[src/rtl/video_timing_pkg.sv]
// video_timing_pkg: pattern encoding, standard mode timings and a clog2 helper
package video_timing_pkg;

    typedef enum logic [1:0] {PAT_BARS, PAT_GRAD, PAT_CHECK, PAT_SOLID} pattern_t;

    localparam int VGA640_CLK_DIV  = 4;
    localparam int VGA640_H_ACTIVE = 640;
    localparam int VGA640_H_FP     = 16;
    localparam int VGA640_H_SYNC   = 96;
    localparam int VGA640_H_BP     = 48;
    localparam int VGA640_V_ACTIVE = 480;
    localparam int VGA640_V_FP     = 10;
    localparam int VGA640_V_SYNC   = 2;
    localparam int VGA640_V_BP     = 33;
    localparam bit VGA640_HS_POL   = 1'b0;
    localparam bit VGA640_VS_POL   = 1'b0;

    // 800x600@72 runs on a 50 MHz pixel clock with positive syncs
    localparam int SVGA800_CLK_DIV  = 2;
    localparam int SVGA800_H_ACTIVE = 800;
    localparam int SVGA800_H_FP     = 56;
    localparam int SVGA800_H_SYNC   = 120;
    localparam int SVGA800_H_BP     = 64;
    localparam int SVGA800_V_ACTIVE = 600;
    localparam int SVGA800_V_FP     = 37;
    localparam int SVGA800_V_SYNC   = 6;
    localparam int SVGA800_V_BP     = 23;
    localparam bit SVGA800_HS_POL   = 1'b1;
    localparam bit SVGA800_VS_POL   = 1'b1;

    function automatic int clog2(input int v);
        int r = 0;
        while ((1 << r) < v) r++;
        return r;
    endfunction

endpackage

[src/rtl/video_timing_pattern_gen_rom.sv]
// video_pattern_rom_free: combinational test-pattern colour for one pixel
module video_pattern_rom_free
    import video_timing_pkg::*;
#(
    parameter int H_ACTIVE = 640,
    parameter int CW       = 8
) (
    input  pattern_t      pat_sel,
    input  logic [11:0]   x,
    input  logic [11:0]   y,
    input  logic          de,
    output logic [CW-1:0] red,
    output logic [CW-1:0] green,
    output logic [CW-1:0] blue
);

    localparam int BAR_W = H_ACTIVE / 8;

    logic [2:0]    bar;
    logic [2:0]    rgb;
    logic [CW-1:0] grad;

    always_comb begin
        bar = '0;
        // the last bar keeps anything beyond 7*BAR_W, absorbing the remainder
        for (int i = 1; i < 8; i++) if (int'(x) >= i * BAR_W) bar = 3'(i);
        grad = CW'(x);
        rgb = pat_sel == PAT_BARS  ? {~bar[1], ~bar[2], ~bar[0]} :
              pat_sel == PAT_CHECK ? {3{1'((x ^ y) >> 5)}} : 3'b111;
        red   = !de ? '0 : pat_sel == PAT_GRAD ? grad : {CW{rgb[2]}};
        green = !de ? '0 : pat_sel == PAT_GRAD ? grad : {CW{rgb[1]}};
        blue  = !de ? '0 : pat_sel == PAT_GRAD ? grad : {CW{rgb[0]}};
    end

endmodule

[src/rtl/video_timing_pattern_gen.sv]
// video_timing_pattern_gen: parametrised VGA/DVI timing with frame-synchronous pattern stepping
module video_timing_pattern_gen
    import video_timing_pkg::*;
#(
    parameter int CLK_DIV  = VGA640_CLK_DIV,
    parameter int H_ACTIVE = VGA640_H_ACTIVE,
    parameter int H_FP     = VGA640_H_FP,
    parameter int H_SYNC   = VGA640_H_SYNC,
    parameter int H_BP     = VGA640_H_BP,
    parameter int V_ACTIVE = VGA640_V_ACTIVE,
    parameter int V_FP     = VGA640_V_FP,
    parameter int V_SYNC   = VGA640_V_SYNC,
    parameter int V_BP     = VGA640_V_BP,
    parameter bit HS_POL   = VGA640_HS_POL,
    parameter bit VS_POL   = VGA640_VS_POL,
    parameter int CW       = 8
) (
    input  logic          CLK100,
    input  logic          btns,
    input  logic          pat_next,
    output logic          pix_ce,
    output logic          Hsync,
    output logic          Vsync,
    output logic          de,
    output logic [11:0]   x,
    output logic [11:0]   y,
    output logic [CW-1:0] red,
    output logic [CW-1:0] green,
    output logic [CW-1:0] blue,
    output logic          frame_start,
    output logic [1:0]    pat_sel
);

    localparam int H_TOTAL = H_ACTIVE + H_FP + H_SYNC + H_BP;
    localparam int V_TOTAL = V_ACTIVE + V_FP + V_SYNC + V_BP;
    localparam int HW      = clog2(H_TOTAL);
    localparam int VW      = clog2(V_TOTAL);
    localparam int DW      = CLK_DIV > 1 ? clog2(CLK_DIV) : 1;

    logic [DW-1:0] div;
    logic [HW-1:0] hcnt;
    logic [VW-1:0] vcnt;
    logic          pending;
    pattern_t      pat;
    pattern_t      pat_nx;
    logic          h_wrap;
    logic          v_wrap;
    logic          consume;
    logic          hs_on;
    logic          vs_on;
    logic          act;
    logic [CW-1:0] r_nx;
    logic [CW-1:0] g_nx;
    logic [CW-1:0] b_nx;

    // gated by btns so CLK_DIV=1 still shows pix_ce low during reset
    assign pix_ce  = div == DW'(CLK_DIV - 1) && !btns;
    assign pat_sel = pat;

    always_comb begin
        h_wrap  = hcnt == HW'(H_TOTAL - 1);
        v_wrap  = vcnt == VW'(V_TOTAL - 1);
        consume = pix_ce && hcnt == '0 && vcnt == '0;
        pat_nx  = consume && pending ? pattern_t'(pat + 2'd1) : pat;
        hs_on   = int'(hcnt) >= H_ACTIVE + H_FP && int'(hcnt) < H_ACTIVE + H_FP + H_SYNC;
        vs_on   = int'(vcnt) >= V_ACTIVE + V_FP && int'(vcnt) < V_ACTIVE + V_FP + V_SYNC;
        act     = int'(hcnt) < H_ACTIVE && int'(vcnt) < V_ACTIVE;
    end

    // colours for pixel (0,0) must already use the pattern being stepped to
    video_pattern_rom_free #(
        .H_ACTIVE(H_ACTIVE),
        .CW      (CW)
    ) u_rom (
        .pat_sel(pat_nx),
        .x      (12'(hcnt)),
        .y      (12'(vcnt)),
        .de     (act),
        .red    (r_nx),
        .green  (g_nx),
        .blue   (b_nx)
    );

    always_ff @(posedge CLK100 or posedge btns) begin
        if (btns) begin
            div         <= '0;
            hcnt        <= '0;
            vcnt        <= '0;
            pat         <= PAT_BARS;
            pending     <= 1'b0;
            Hsync       <= ~HS_POL;
            Vsync       <= ~VS_POL;
            de          <= 1'b0;
            x           <= '0;
            y           <= '0;
            red         <= '0;
            green       <= '0;
            blue        <= '0;
            frame_start <= 1'b0;
        end else begin
            div         <= pix_ce ? '0 : div + 1'b1;
            pending     <= consume ? pat_next : pending | pat_next;
            frame_start <= consume;
            if (pix_ce) begin
                hcnt  <= h_wrap ? '0 : hcnt + 1'b1;
                if (h_wrap) vcnt <= v_wrap ? '0 : vcnt + 1'b1;
                pat   <= pat_nx;
                Hsync <= hs_on ? HS_POL : ~HS_POL;
                Vsync <= vs_on ? VS_POL : ~VS_POL;
                de    <= act;
                x     <= 12'(hcnt);
                y     <= 12'(vcnt);
                red   <= r_nx;
                green <= g_nx;
                blue  <= b_nx;
            end
        end
    end

endmodule

[config.mk]
export PLATFORM = sky130hd
export DESIGN_NAME = video_timing_pattern_gen
export DESIGN_NICKNAME = d
export VERILOG_FILES = /design/src/rtl/video_timing_pkg.sv /design/src/rtl/video_timing_pattern_gen_rom.sv /design/src/rtl/video_timing_pattern_gen.sv
export SDC_FILE = /design/constraint.sdc
export NUM_CORES = 1
export LEC_CHECK = 0
export BUFFER_PORTS_ARGS = -buffer_cell sky130_fd_sc_hd__buf_2
export CAP_MARGIN = 10
export CORE_UTILIZATION = 60
export CTS_CLUSTER_SIZE = 8
export DETAILED_ROUTE_END_ITERATION = 16
export PLACE_DENSITY = 0.84
export SLEW_MARGIN = 10
export SYNTH_ARGS = -nofsm -noshare
export SYNTH_HDL_FRONTEND = slang
export SYNTH_HIERARCHICAL = 1
export SYNTH_SLANG_ARGS = --single-unit
[constraint.sdc]
create_clock -name CLK100 -period 4.5 [get_ports CLK100]
set_input_delay 0.225 -clock CLK100 [delete_from_list [all_inputs] [get_ports CLK100]]
set_output_delay 0.225 -clock CLK100 [all_outputs]
set_load 0.01 [all_outputs]
* After elaboration in Yosys (flattened, before gate mapping)
Index checks and enable logic that the tools add are counted.
** Storage, ports and cells
- Register bits after elaboration :: 73
- Word-level logic and storage cells :: 75
- Output and inout bits :: 55
** Operators by class
- Order comparisons :: 13
- Bitwise logic cells :: 5
- Muxes and demuxes :: 22
- Add/subtract/negate cells :: 4
- Equality and inequality tests :: 5
- Reduce and logical (&&, ||, !) cells :: 12
** Operator list (number)
- 8-bit two-way mux :: 6
- 10-bit by 9-bit greater-or-equal comparator with 1-bit output, second input constant :: 4
- 3-bit two-way mux :: 8
- 10-bit by 1-bit adder with 10-bit output, second input constant :: 2
- 10-bit equality test, second input constant :: 2
- 10-bit greater-or-equal comparator, second input constant :: 2
- 10-bit by 8-bit greater-or-equal comparator with 1-bit output, second input constant :: 2
- 10-bit logical NOT :: 2
- 10-bit less-than comparator, second input constant :: 2
- 10-bit by 9-bit less-than comparator with 1-bit output, second input constant :: 2
- 10-bit two-way mux :: 2
- 10-bit by 7-bit greater-or-equal comparator with 1-bit output, second input constant :: 1
- 1-bit logical AND :: 7
- 6-bit XOR :: 1
- 2-bit by 1-bit adder with 2-bit output, second input constant :: 2
- 2-bit equality test, second input constant :: 2
- 1-bit two-way mux :: 4
- 2-bit two-way mux :: 2
- 1-bit NOT :: 3
- 2-bit by 1-bit equality test with 1-bit output, second input constant :: 1
- 2-bit logical NOT :: 1
- 2-bit AND reduction :: 1
- 1-bit logical NOT :: 1
- 1-bit OR :: 1

* Logic depth before layout (Yosys ltp)
- Word-level depth :: 12
- Mapped depth :: 12
- Gate-level depth less buffers :: 12

* Modules after synthesis
The synthesis kept the hierarchy.
** By module, submodules not included
- video_timing_pattern_gen :: times used 1, cells each 337, sequential area each 1829.3 µm², area an instance 3196.8 µm²
- video_pattern_rom_free :: times used 1, cells each 64, sequential area each 0.0 µm², area an instance 356.6 µm²

* Worst setup path before layout
No wires, ideal clock.
- Path kind :: input-to-reg
- Start :: input btns
- End :: register blue[3]
- Library setup time :: 118 ps
- Slack :: 388 ps
- Stages on the path :: 12
- Data required time :: 4382 ps
- Arrival :: 3995 ps
- Cells stage by stage :: inv_1 -> nand2_2 -> inv_2 -> nand3_1 -> nor4_4 -> xor2_1 -> nand3b_1 -> o41a_1 -> a41oi_2 -> nor2_1 -> nand2_1 -> nand2_1
** On the way
- Word-level cells in the longest chain between the ends :: 11
- Elaborated cells on any way between the ends :: 13
- Classes of those cells :: eq/ne (2); mux (5); reduce/logical (6)
** Ends and longest elaborated chain
- start: declaration :: line video_timing_pattern_gen.sv:19 : input logic btns,
- 1-bit logical NOT (no source line) (*)
- 1-bit logical AND (*) :: line video_timing_pattern_gen.sv:57 : assign pix_ce = div == DW'(CLK_DIV - 1) && !btns;
- 1-bit logical AND (*) (2 in a row) :: line video_timing_pattern_gen.sv:63 : consume = pix_ce && hcnt == '0 && vcnt == '0;
- 1-bit logical AND (*) :: line video_timing_pattern_gen.sv:64 : pat_nx = consume && pending ? pattern_t'(pat + 2'd1) : pat;
- 2-bit two-way mux (*) :: line video_timing_pattern_gen.sv:64
- via pat_nx[1] :: line video_timing_pattern_gen.sv:45 : pattern_t pat_nx;
- 2-bit equality test :: line video_timing_pattern_gen_rom.sv:29 : pat_sel == PAT_CHECK ? {3{1'((x ^ y) >> 5)}} : 3'b111;
- 3-bit two-way mux :: line video_timing_pattern_gen_rom.sv:29
- 3-bit two-way mux :: line video_timing_pattern_gen_rom.sv:28 : rgb = pat_sel == PAT_BARS ? {~bar[1], ~bar[2], ~bar[0]} :
- 8-bit two-way mux (*) (2 in a row) :: line video_timing_pattern_gen_rom.sv:32 : blue = !de ? '0 : pat_sel == PAT_GRAD ? grad : {CW{rgb[0]}};
- via b_nx[3] :: line video_timing_pattern_gen.sv:54 : logic [CW-1:0] b_nx;
- end signal: assignment :: line video_timing_pattern_gen.sv:115 : blue <= b_nx;
- end: declaration :: line video_timing_pattern_gen.sv:29 : output logic [CW-1:0] blue,
Mark *: on every way through the listed nets, which the timed path passes. The rest lies on a longest branch.
A chain may end at the register's enable or synchronous reset.

* Worst setup path in the final report
- Start :: register hcnt[5]
- End :: register blue[6]
** On the way
- Elaborated cells on any way between the ends :: 30
- Classes of those cells :: order compare (8); eq/ne (2); mux (12); bitwise (2); reduce/logical (6)
** RTL lines
- start: declaration :: line video_timing_pattern_gen.sv:41 : logic [HW-1:0] hcnt;
- start signal: assignment :: line video_timing_pattern_gen.sv:105 : hcnt <= h_wrap ? '0 : hcnt + 1'b1;
- 10-bit logical NOT (*) :: line video_timing_pattern_gen.sv:63
- 1-bit logical AND (*) (2 in a row) :: line video_timing_pattern_gen.sv:63
- 1-bit logical AND (*) :: line video_timing_pattern_gen.sv:64
- 2-bit two-way mux (*) :: line video_timing_pattern_gen.sv:64
- via pat_nx[1] :: line video_timing_pattern_gen.sv:45
- 2-bit equality test :: line video_timing_pattern_gen_rom.sv:29
- 3-bit two-way mux :: line video_timing_pattern_gen_rom.sv:29
- 3-bit two-way mux :: line video_timing_pattern_gen_rom.sv:28
- 8-bit two-way mux (*) (2 in a row) :: line video_timing_pattern_gen_rom.sv:32
- via b_nx[6] :: line video_timing_pattern_gen.sv:54
Marked as above.

==> results.py <==
metrics = {
    "synthesis": {
        "synth_top_area_share": 0.500,
        "syn_area_um2": 3550,
        "synth_top_area_cell": "dfrtp_1",
        "syn_area_per_cell_um2": 8.86,
        "post-synth-top-count-cell": "nand2_1",
        "synth_cells": 401,
        "synthTopCellsByCount": "nand2_1 (142), dfrtp_1 (71), nor2_1 (35)",
        "synth_edf_count": 0,
        "yosysWarnings": 6,
        "ys_types": 58,
        "synth_async_sr_flop_share": 1.00,
        "synth-seq-cells": 73,
        "synth.yosys.seq_area_share": 0.515,
        "ys_top_cells_by_area": "dfrtp_1 (50%), nand2_1 (15%), nor2_1 (3.7%), o21ai_0 (3.7%), ha_1 (2.1%)",
        "synth_ff_type": "dfrtp_1",
    },
    "clock_network": {
        "numCtsBuffers": 9,
        "cts_hold_buf": 0,
        "clockBufferDepth": 2,
        "cts_tree": "yes",
        "root_buffer": "clkbuf_8",
        "post-cts-setup-buffers": 0,
        "clkSlewWorstSetupHoldPaths_ps": 80,
        "cts_max_level": 3,
        "post_cts_resize_count": 0,
        "clock_latency_ps": 350,
        "cts.sinks": 73,
    },
    "outcome": {
        "status": "complete, no violations",
    },
    "critical_path": {
        "cp.required_ps": 4750,
        "path_class": "flop to flop",
        "crit_path_start_kind": "flop",
        "r2r_cells": 10,
        "arrival_ps": 3340,
        "end_kind": "flop",
        "crit_fanout": 15,
    },
    "sta": {
        "fmax_mhz": 324,
        "skew_ps": 9.35,
        "fin_ws_ps": 1410,
        "fin_crit_ps": 3090,
        "tns_ps": 0,
        "slew_viol_final": 0,
        "setup_viol": 0,
        "timing.hold.ws_ps": 73.8,
        "fin_crit_sh": 0.686,
        "rsz0062_at_grt": "false",
        "worst_slew_pin_slew_ps": 955,
        "hold_viol": 0,
        "relSlewSlack": 0.358,
    },
    "floorplanning": {
        "io_pins": 58,
        "initial_core_util": 0.634,
        "dieHeight_um": 79.0,
        "fp.coreArea_um2": 5610,
        "die-area_um2": 6230,
        "rows": 27,
        "die_w_um": 79.0,
    },
    "routing": {
        "wl_um": 7840,
        "wl_met1_um": 3510,
        "firstDrtPassIters": 5,
        "drt_iter0_drc": 302,
        "drcViolationCount": 0,
        "routedWlPerCell_um": 14.7,
        "wl_met3_um": 454,
        "top_layer_used": "met4",
        "viasPerCell": 5.56,
        "antenna_left": 0,
        "met2WireLength_um": 3760,
        "vias": 2958,
    },
    "placed_design": {
        "place_area_um2": 3840,
        "pre_cts_slack_ps": 1480,
        "place_congestion": 0.823,
        "numPortBuffers": 53,
        "hpwl_um": 5260,
    },
    "pwr": {
        "power_density_nw_per_um2": 324,
        "peakVddDrop_mv": 0.229,
        "power_mw": 1.30,
        "leakagePower_nw": 2.18,
    },
    "finish": {
        "fin_area_um2": 4030,
        "final_nets": 464,
        "area_growth_pct": 13.4,
        "antenna_cells": 0,
        "layout-drive-gt1-share": 0.202,
    },
    "grt": {
        "grt_pass1_wl_um": 13200,
        "overflow": 0,
        "antenna_found_initial": 0,
        "grt_max_degree": 74,
        "grt_pass1_vias": 2830,
        "grt_use_total": 0.278,
    },
    "min_path": {
        "hp-class": "input pin to flop",
        "hold_depth": 2,
    },
    "flow_run": {
        "cap_violations": 0,
    },
}
==> layout by cell type (no fill, tap or decap), types with 2 or more instances in the layout <==
cell type / n
conb_1: 8
nand4_1: 4
o31ai_1: 2
and2_1: 4
and4_1: 3
xor2_1: 8
dfrtp_1: 71
o21ai_0: 26
nor2_1: 35
or3_1: 2
a21oi_1: 3
ha_1: 6
nand3_1: 11
mux2_2: 2
inv_2: 2
dfstp_2: 2
nand3b_1: 2
a22o_1: 2
buf_2: 53
inv_1: 7
o211ai_1: 2
nand2_1: 142
nor3_1: 4
nor2b_1: 2
nor4_1: 3
and3b_1: 2
clkinv_4: 2
xnor2_1: 7
buf_4: 3
clkbuf_8: 11
==> path summary, 6_finish.rpt <==
| kind | start | slack, ps | to |
|---|---|---|---|
| min in group asynchronous | btns | 170 | y[4] |
| worst min-delay path | pat_next | 70 | pending |
| worst max-delay path | hcnt[5] | 1410 | blue[6] |
| max in group asynchronous | btns | 3750 | hcnt[5] |
| worst min register to register | div[0] | 440 | div[0] |
| worst max register to register | hcnt[5] | 1410 | blue[6] |
==> cell families after synthesis <==
kind of cell	share of synthesized area
buffers and inverters	0.0426
flip-flops	0.515
multiplexers	0.00634
XOR/XNOR	0.0370
AND/OR/NAND/NOR	0.293
other	0.00106
AO/OA/AOI/OAI	0.0842
adder cells (fa/ha/maj)	0.0211
==> sequential cells by signal, summed over array words and instances, names as in the netlist, 2 cells and up <==
name     cells
y           10
pat_sel      2
red          8
div          2
vcnt        10
blue         8
hcnt        10
green        8
x           10
==> per-stage QoR <==
| stage | instances | util |
|---|---|---|
| after detailed placement | 516 | 0.685 |
| final | 532 | 0.719 |
| after floorplan | 408 | - |
| after global routing | 532 | 0.719 |
| after CTS | 532 | 0.719 |
| after global placement | 516 | 0.685 |
==> area by class of cell <==
class                      instances  area (um2)
clock buffer                      11         151
clock inverter                     5        38.8
fill                             443        1580
inverter                           9        33.8
multi-input combinational        306        1600
sequential                        73        1830
tap                               72        90.1
timing repair buffer              56         288
==> layer usage <==
| layer | vias to the layer above | global-route usage |
|---|---|---|
| met1 | 1418 | 0.370 |
| met3 | 12 | 0.0425 |
| met2 | 111 | 0.457 |
| li1 | 1417 | - |
| met4 | 0 | 0.115 |
| met5 | - | 0 |
==> critical path, stage by stage (launching register included) <==
cell and delay, ps:
dfrtp_1 560, nor2_1 350, nand3_1 240, nor4_4 380, xor2_1 400, nand3b_1 260
o41a_1 190, a41oi_2 380, nor2_1 100, nand2_1 80, nand2_1 60
==> power breakdown <==
| part | switching, mW | internal (mW) |
|---|---|---|
| Sequential | 0.0358 | 0.685 |
| Clock | 0.255 | 0.233 |
| Combinational | 0.0571 | 0.0381 |
| Total | 0.348 | 0.957 |
(Power assumes the default switching activity.)
